<file path="config.mk">
export PLATFORM = sky130hd
export DESIGN_NAME = fb_wr_arbiter
export DESIGN_NICKNAME = d
export VERILOG_FILES = /design/src/rtl/fb_wr_arbiter.sv
export SDC_FILE = /design/constraint.sdc
export NUM_CORES = 1
export LEC_CHECK = 0
export BUFFER_PORTS_ARGS = -buffer_cell sky130_fd_sc_hd__buf_2
export CAP_MARGIN = 20
export CORE_MARGIN = 2
export CORE_UTILIZATION = 41
export CTS_BUF_LIST = sky130_fd_sc_hd__clkbuf_16
export DETAILED_ROUTE_END_ITERATION = 10
export PLACE_DENSITY = 0.77
export SLEW_MARGIN = 15
export SYNTH_ARGS = -nofsm -noshare
export SYNTH_HDL_FRONTEND = slang
export SYNTH_SLANG_ARGS = --single-unit
</file>
<file path="constraint.sdc">
create_clock -name pclk -period 1.97 [get_ports pclk]
set_input_delay 0.2955 -clock pclk [delete_from_list [all_inputs] [get_ports pclk]]
set_output_delay 0.2955 -clock pclk [all_outputs]
set_load 0.02 [all_outputs]
</file>
<file path="src/rtl/fb_wr_arbiter.sv">
// fb_wr_arbiter: burst-locked two-requester write arbiter feeding the VGA frame-buffer CPU port.
// Round-robin by default; define FB_WR_ARBITER_PRIO_EN for fixed priority to requester 0.
module fb_wr_arbiter #(
    parameter int ADDR_W    = 32,
    parameter int DATA_W    = 8,
    parameter int MAX_BURST = 256
) (
    input  logic              pclk,
    input  logic              rst_n,
    input  logic              req0_valid,
    input  logic              req0_last,
    input  logic [ADDR_W-1:0] req0_addr,
    input  logic [DATA_W-1:0] req0_data,
    output logic              req0_ready,
    input  logic              req1_valid,
    input  logic              req1_last,
    input  logic [ADDR_W-1:0] req1_addr,
    input  logic [DATA_W-1:0] req1_data,
    output logic              req1_ready,
    output logic              fb_wr,
    output logic [ADDR_W-1:0] fb_addr,
    output logic [DATA_W-1:0] fb_data,
    output logic [1:0]        grant
);
    localparam int CW = $clog2(MAX_BURST) + 1;

    typedef enum logic [1:0] {IDLE, OWN0, OWN1} state_t;

    state_t        state, state_next, tie_pick, rel_pick;
    logic [CW-1:0] beats;
    logic          last_served;
    logic          acc0, acc1, acc, rel;

    assign req0_ready = state == OWN0;
    assign req1_ready = state == OWN1;
    assign grant      = {req1_ready, req0_ready};
    assign acc0       = req0_valid & req0_ready;
    assign acc1       = req1_valid & req1_ready;
    assign acc        = acc0 | acc1;
    // beats holds the count before this acceptance, so MAX_BURST-1 marks the final allowed beat
    assign rel        = acc && ((acc0 ? req0_last : req1_last) || beats == CW'(MAX_BURST - 1));

`ifdef FB_WR_ARBITER_PRIO_EN
    assign tie_pick = OWN0;
    assign rel_pick = req0_valid ? OWN0 : req1_valid ? OWN1 : IDLE;
`else
    assign tie_pick = last_served ? OWN0 : OWN1;
    // the other requester is preferred; the releasing one keeps the bus only if alone
    assign rel_pick = acc0 ? (req1_valid ? OWN1 : req0_valid ? OWN0 : IDLE)
                           : (req0_valid ? OWN0 : req1_valid ? OWN1 : IDLE);
`endif

    always_comb begin
        state_next = state;
        if (state == IDLE)
            state_next = (req0_valid && req1_valid) ? tie_pick :
                         req0_valid ? OWN0 : req1_valid ? OWN1 : IDLE;
        else if (rel)
            state_next = rel_pick;
    end

    always_ff @(posedge pclk or negedge rst_n) begin
        if (!rst_n) begin
            state       <= IDLE;
            beats       <= '0;
            last_served <= 1'b1;
            fb_wr       <= 1'b0;
            fb_addr     <= '0;
            fb_data     <= '0;
        end else begin
            state <= state_next;
            beats <= rel ? '0 : beats + CW'(acc);
            fb_wr <= acc;
            if (rel)
                last_served <= acc1;
            if (acc) begin
                fb_addr <= acc1 ? req1_addr : req0_addr;
                fb_data <= acc1 ? req1_data : req0_data;
            end
        end
    end
endmodule

</file>
# ---- Word level (Yosys, flattened, before mapping)
# Cells that the tools add are included.
dict set report word_totals {
  regBits 53
  elab_cells 31
  inputBits 86
  out_inout_bits 45
}
dict set report op_classes {
  addsub 1
  mux 13
  n_bitwise 3
  n_eq_ne 3
  n_reduce_logical 5
}
# op n
set ops {}
lappend ops {{$mux W32} 1}
lappend ops {{$mux W2} 8}
lappend ops {{$add A9 B1 Y9} 1}
lappend ops {{$eq A9 B8 Y1 const B} 1}
lappend ops {{$mux W9} 1}
lappend ops {{$mux W8} 1}
lappend ops {{$and A1 B1 Y1} 2}
lappend ops {{$eq A2 B1 Y1 const B} 1}
lappend ops {{$eq A2 B2 Y1 const B} 1}
lappend ops {{$logic_and A1 B1 Y1} 2}
lappend ops {{$logic_not A2 Y1} 1}
lappend ops {{$mux W1} 2}
lappend ops {{$reduce_bool A2 Y1} 1}
lappend ops {{$logic_or A1 B1 Y1} 1}
lappend ops {{$or A1 B1 Y1} 1}

# ---- Longest topological paths before layout
dict set report depth {
  depth_word 7
  depth_mapped 10
  ltp_nobuf 8
}

# ---- Least setup slack after synthesis
# Ideal clock, no wire load.
dict set report synth_path {
  path_type {register to register}
  start {reg state[0]}
  end {reg beats[8]}
  synth_period_minus_slack_ns 1.915
  t_required_ns 1.851
  setup_time_ns 0.119
  stages_incl_launch_ff 11
  n_path_buf 2
  arrival_time_ns 1.796
  path_slack_ns 0.055
  cell_sequence {dfrtp_1 nand3b_1 buf_2 clkbuf_1 nand2_1 ha_1 ha_1 nand3_1 nor2_1 xnor2_1 nor2_1}
}
dict set report synth_between {
  elab_cells_between_ends 10
  cone_classes {1 x add/sub; 2 x eq/ne; 2 x mux; 3 x bitwise; 2 x reduce/logical}
}
# item line
set synth_rtl {}
lappend synth_rtl {{from (decl)} 29} ;# state_t state, state_next, tie_pick, rel_pick;
lappend synth_rtl {{from (signal assigned)} 71} ;# state <= state_next;
lappend synth_rtl {{$eq A2 B1 Y1 or $eq A2 B2 Y1 (tied branches)} {34, 35}}
lappend synth_rtl {{$and A1 B1 Y1, on equally long branches} {37, 38}}
lappend synth_rtl {{$or A1 B1 Y1 (*)} 39} ;# assign acc = acc0 | acc1;
lappend synth_rtl {{net acc} 32} ;# logic acc0, acc1, acc, rel;
lappend synth_rtl {{$add A9 B1 Y9 or $logic_and A1 B1 Y1 (tied branches)} {72, 41}}
lappend synth_rtl {{$mux W9 (*)} 72} ;# beats <= rel ? '0 : beats + CW'(acc);
lappend synth_rtl {{to (signal assigned)} 72}
lappend synth_rtl {{to (decl)} 30} ;# logic [CW-1:0] beats;
# Mark *: on every way through the listed nets, which the timed path passes. The rest lies on a longest branch.
# A chain may end at the register's enable or synchronous reset.

# ---- Worst setup path after layout
dict set report layout_path {
  start {reg state[1]}
  end {reg beats[6]}
}
# Same word-level chain as after synthesis.

==> results.tsv <==
stage	metric	value	unit
status	status	finished, final reports clean	
worst_setup_path	reg2reg path depth	8	
worst_setup_path	CP peak stage delay	0.44	ns
drt	Via Count	2443	
floorplan	Rows	28	
drt	DRT Pass-1 Iters	4	
drt	post-DR wirelength/cell	12.6	um
worst_setup_path	critical path launch point type	register	
place	placer congestion estimate	0.783	
pwr	Net Switching	0.00213	W
place	DP Cell Count	481	
cts	cts bufs inserted	5	
worst_setup_path	worst path cell trace	nand3b_1 > nand2_1 > ha_1 > ha_1 > nand3_1 > nor2_1 > xnor2_1 > nor2_1	
worst_setup_path	CP Data Required Time	2.13	ns
final_layout	final std cells w/o fill	492	
final_layout	Fill cells	547	
yosys	Netlist cell types	27	
final_layout	nets@finish	504	
floorplan	DIE AREA	6700	um2
global_route	first-pass GRT wire length	9250	um
sta	fmax	556	MHz
final_layout	Multi-input gate area	1040	um2
pwr	PnR Total Power	0.00510	W
floorplan	Initial Util	42.2	%
global_route	Overflow after GRT	0	
cts	CTS tree	built	
yosys	largest family of logic cells by synthesized area	simple AND/OR/NAND/NOR gates	
final_layout	most frequent cells in the layout	buf_2, nand2_1, nor2_1	
yosys	share of synthesized registers carrying an async set or reset	100	%
pwr	Leak	1.77	nW
floorplan	Die Y	81.8	um
yosys	post-synthesis xor/xnor area fraction	2.47	%
final_layout	utilization after layout	57.0	%
yosys	Synth Area in Simple Gates	23.6	%
sta	Min Clock Period, post-route	1.80	ns
yosys	Ys Warns	0	
place	DP HPWL	4720	um
global_route	largest net degree at the start of global routing	45	
worst_setup_path	Worst Setup EP	beats[6]	
drt	post-route ant nets	0	
worst_setup_path	reg2reg setup slack	0.17	ns
drt	DR WL met3	496	um
drt	Vias/cell	4.97	
sta	Final setup viols	0	
drt	Metal-1 WL	2660	um
sta	Hold Fails Final Rpt	0	
cts	cts hold-fix bufs	0	
worst_setup_path	critical path launch point	state[1]	
global_route	vias in the first global route	2096	
yosys	Synth Area in Compound Gates	13.4	%
yosys	Post-Synth Adder-Cell Area	1.01	%
final_layout	most common cell after layout, fill and taps aside	buf_2	
yosys	#FFs+latches synth	53	
floorplan	Ports	131	
drt	initial DRC count	60	
worst_setup_path	worst r2r dst	beats[6]	
pwr	internal power	0.00297	W
sta	unrepaired setup endpoints after global routing	true	
drt	DRC viols	0	
final_layout	Antenna Cells	0	
yosys	Main synth FF type	dfrtp_1	
place	Setup WS pre-CTS	0.137	ns
pwr	Clk pwr share	15.9	%
sta	max-slew violation count	0	
sta	Worst slew margin	61.2	%
cts	clock-pin slew on the worst setup and hold paths	0.06	ns
min_path	HP Class	primary input to asynchronous set/reset pin	
floorplan	chip width	81.8	um
worst_setup_path	Worst Path Max Fanout	8	
yosys	number of synthesized flops with an enable pin	0	
drt	WL met2	3040	um
cts	clock latency on the worst-skew pair	0.28	ns
yosys	sequential fraction of the synthesis area	53.5	%
global_route	antenna violations before repair	0	
yosys	cell count after synthesis	290	
drt	total wire length	6200	um
yosys	post-synth design cell area	2480	um2
worst_setup_path	Worst EP arrival	1.96	ns
pwr	VDD IR max	0.718	mV
cts	H-tree levels	2	
final_layout	register area	1330	um2
sta	final setup skew	0.00448	ns
worst_setup_path	Slowest cell on crit path	dfrtp_1	
drt	Max Used Layer	met3	
global_route	Overall Global Routing Usage	17.9	%
sta	final period utilization	91.4	%
worst_setup_path	Critical Path Sink Type	register	
floorplan	core area	5890	um2
sta	fin worst setup slack	0.170	ns
pwr	sequential fraction of design power	36.9	%
yosys	mux share of post-synthesis cell area	1.41	%
place	Buffers on Ports	130	
final_layout	share of layout cells above drive strength 1	36.0	%
flow_run	max-cap viol count	0	
pwr	switching share of power	41.8	%
final_layout	synth-to-layout area growth	35.2	%
yosys	syn_nets	378	
pwr	Comb pwr share	47.1	%
cts	clock tree buffer depth	2	
sta	setup_tns	0	ns
yosys	Syn Area/Cell	8.56	um2
pwr	power per standard cell area	1520	nW/um2
sta	slew at the pin with the worst max-slew slack	0.582	ns
cts	CTS Sinks	53	
worst_setup_path	WS Path Type	register to register	
cts	Root Driver	clkbuf_16	
worst_setup_path	reg-to-reg startpoint	state[1]	
==> through the flow <==
stage	instance area [um2]	hold WS [ns]
2_1_floorplan	2480	-0.0000911
3_3_place_gp	3190	0.324
3_5_place_dp	3190	0.334
4_1_cts	3330	0.0304
5_1_grt	3360	0.0557
6_report	3360	0.00931
==> synth_stat cells (all sizes together), types with 2 or more instances <==
master	n	area, um2
nand2	85	319
nor2	53	199
dfrtp	52	1300
a31oi	43	269
clkbuf	16	60.1
buf	5	38.8
inv	5	18.8
xnor2	5	43.8
nand3	3	15.0
ha	2	25.0
mux2i	2	20.0
nand3b	2	15.0
nand4	2	12.5
nor3	2	10.0
o21ai	2	10.0
xor2	2	17.5
==> worst max-delay path: cells and delay by family (launching register included) <==
kind	cells	cell delay (ns)
and+or+nand+nor	5	0.75
DFF	1	0.44
adders and majority gates	2	0.36
xor gates and xnor gates	1	0.14
==> sequential cells by signal, indices dropped and copies added, names as in the netlist <==
name,cells
last_served,1
fb_data,8
fb_addr,32
state,2
fb_wr,1
beats,9
==> metal layers <==
layer / global-route usage [%] / vias up
met5: 0 / -
met4: 2.83 / 0
met3: 4.51 / 0
met2: 31.6 / 90
met1: 22.5 / 1133
li1: - / 1220
==> how the worst min path moves through the flow <==
stage               slack (ns)  start         end  cells past startpoint
finish                   0.009  rst_n  fb_data[7]                      1
CTS                       0.03  rst_n  fb_data[7]                      1
detailed placement        0.33  rst_n  fb_data[7]                      1
global route              0.06  rst_n  fb_data[7]                      1
floorplan             -0.00009  rst_n    beats[0]                      0
global placement          0.32  rst_n  fb_data[7]                      1
==> timing repair <==
action / 4_1_cts / 5_1_grt
resized for setup: 0 / 0
endpoints found under the setup margin: 0 / 2
buffers inserted: 0 / 3
==> power groups by stage <==
stage	clock network [W]	logic, W	registers (W)
after floorplan	0	0.00107	0.00243
after global placement	0	0.00236	0.00189
after detailed placement	0	0.00242	0.00190
after CTS	0.000855	0.00242	0.00189
after global routing	0.000892	0.00266	0.00195
final	0.000814	0.00241	0.00188
==> cell families (layout without fill, tap and decap cells) <==
family / Yosys count / in the layout
and+or+nand+nor: 149 / 149
DFF: 53 / 53
AOI/OAI and AO/OA: 50 / 50
buffers and inverters: 26 / 153
xor gates and xnor gates: 7 / 7
muxes: 3 / 3
adders and majority gates: 2 / 2
==> final cells by class <==
cell class              instances  share of cell area (%)
well taps                      75                    2.80
multi-input cells             211                    30.9
inverters                       5                   0.559
repair buffers                140                    22.0
flip-flops and latches         53                    39.5
clock buffers                   5                    3.73
clock inverters                 3                   0.447
Power figures use the tool's default switching activity.
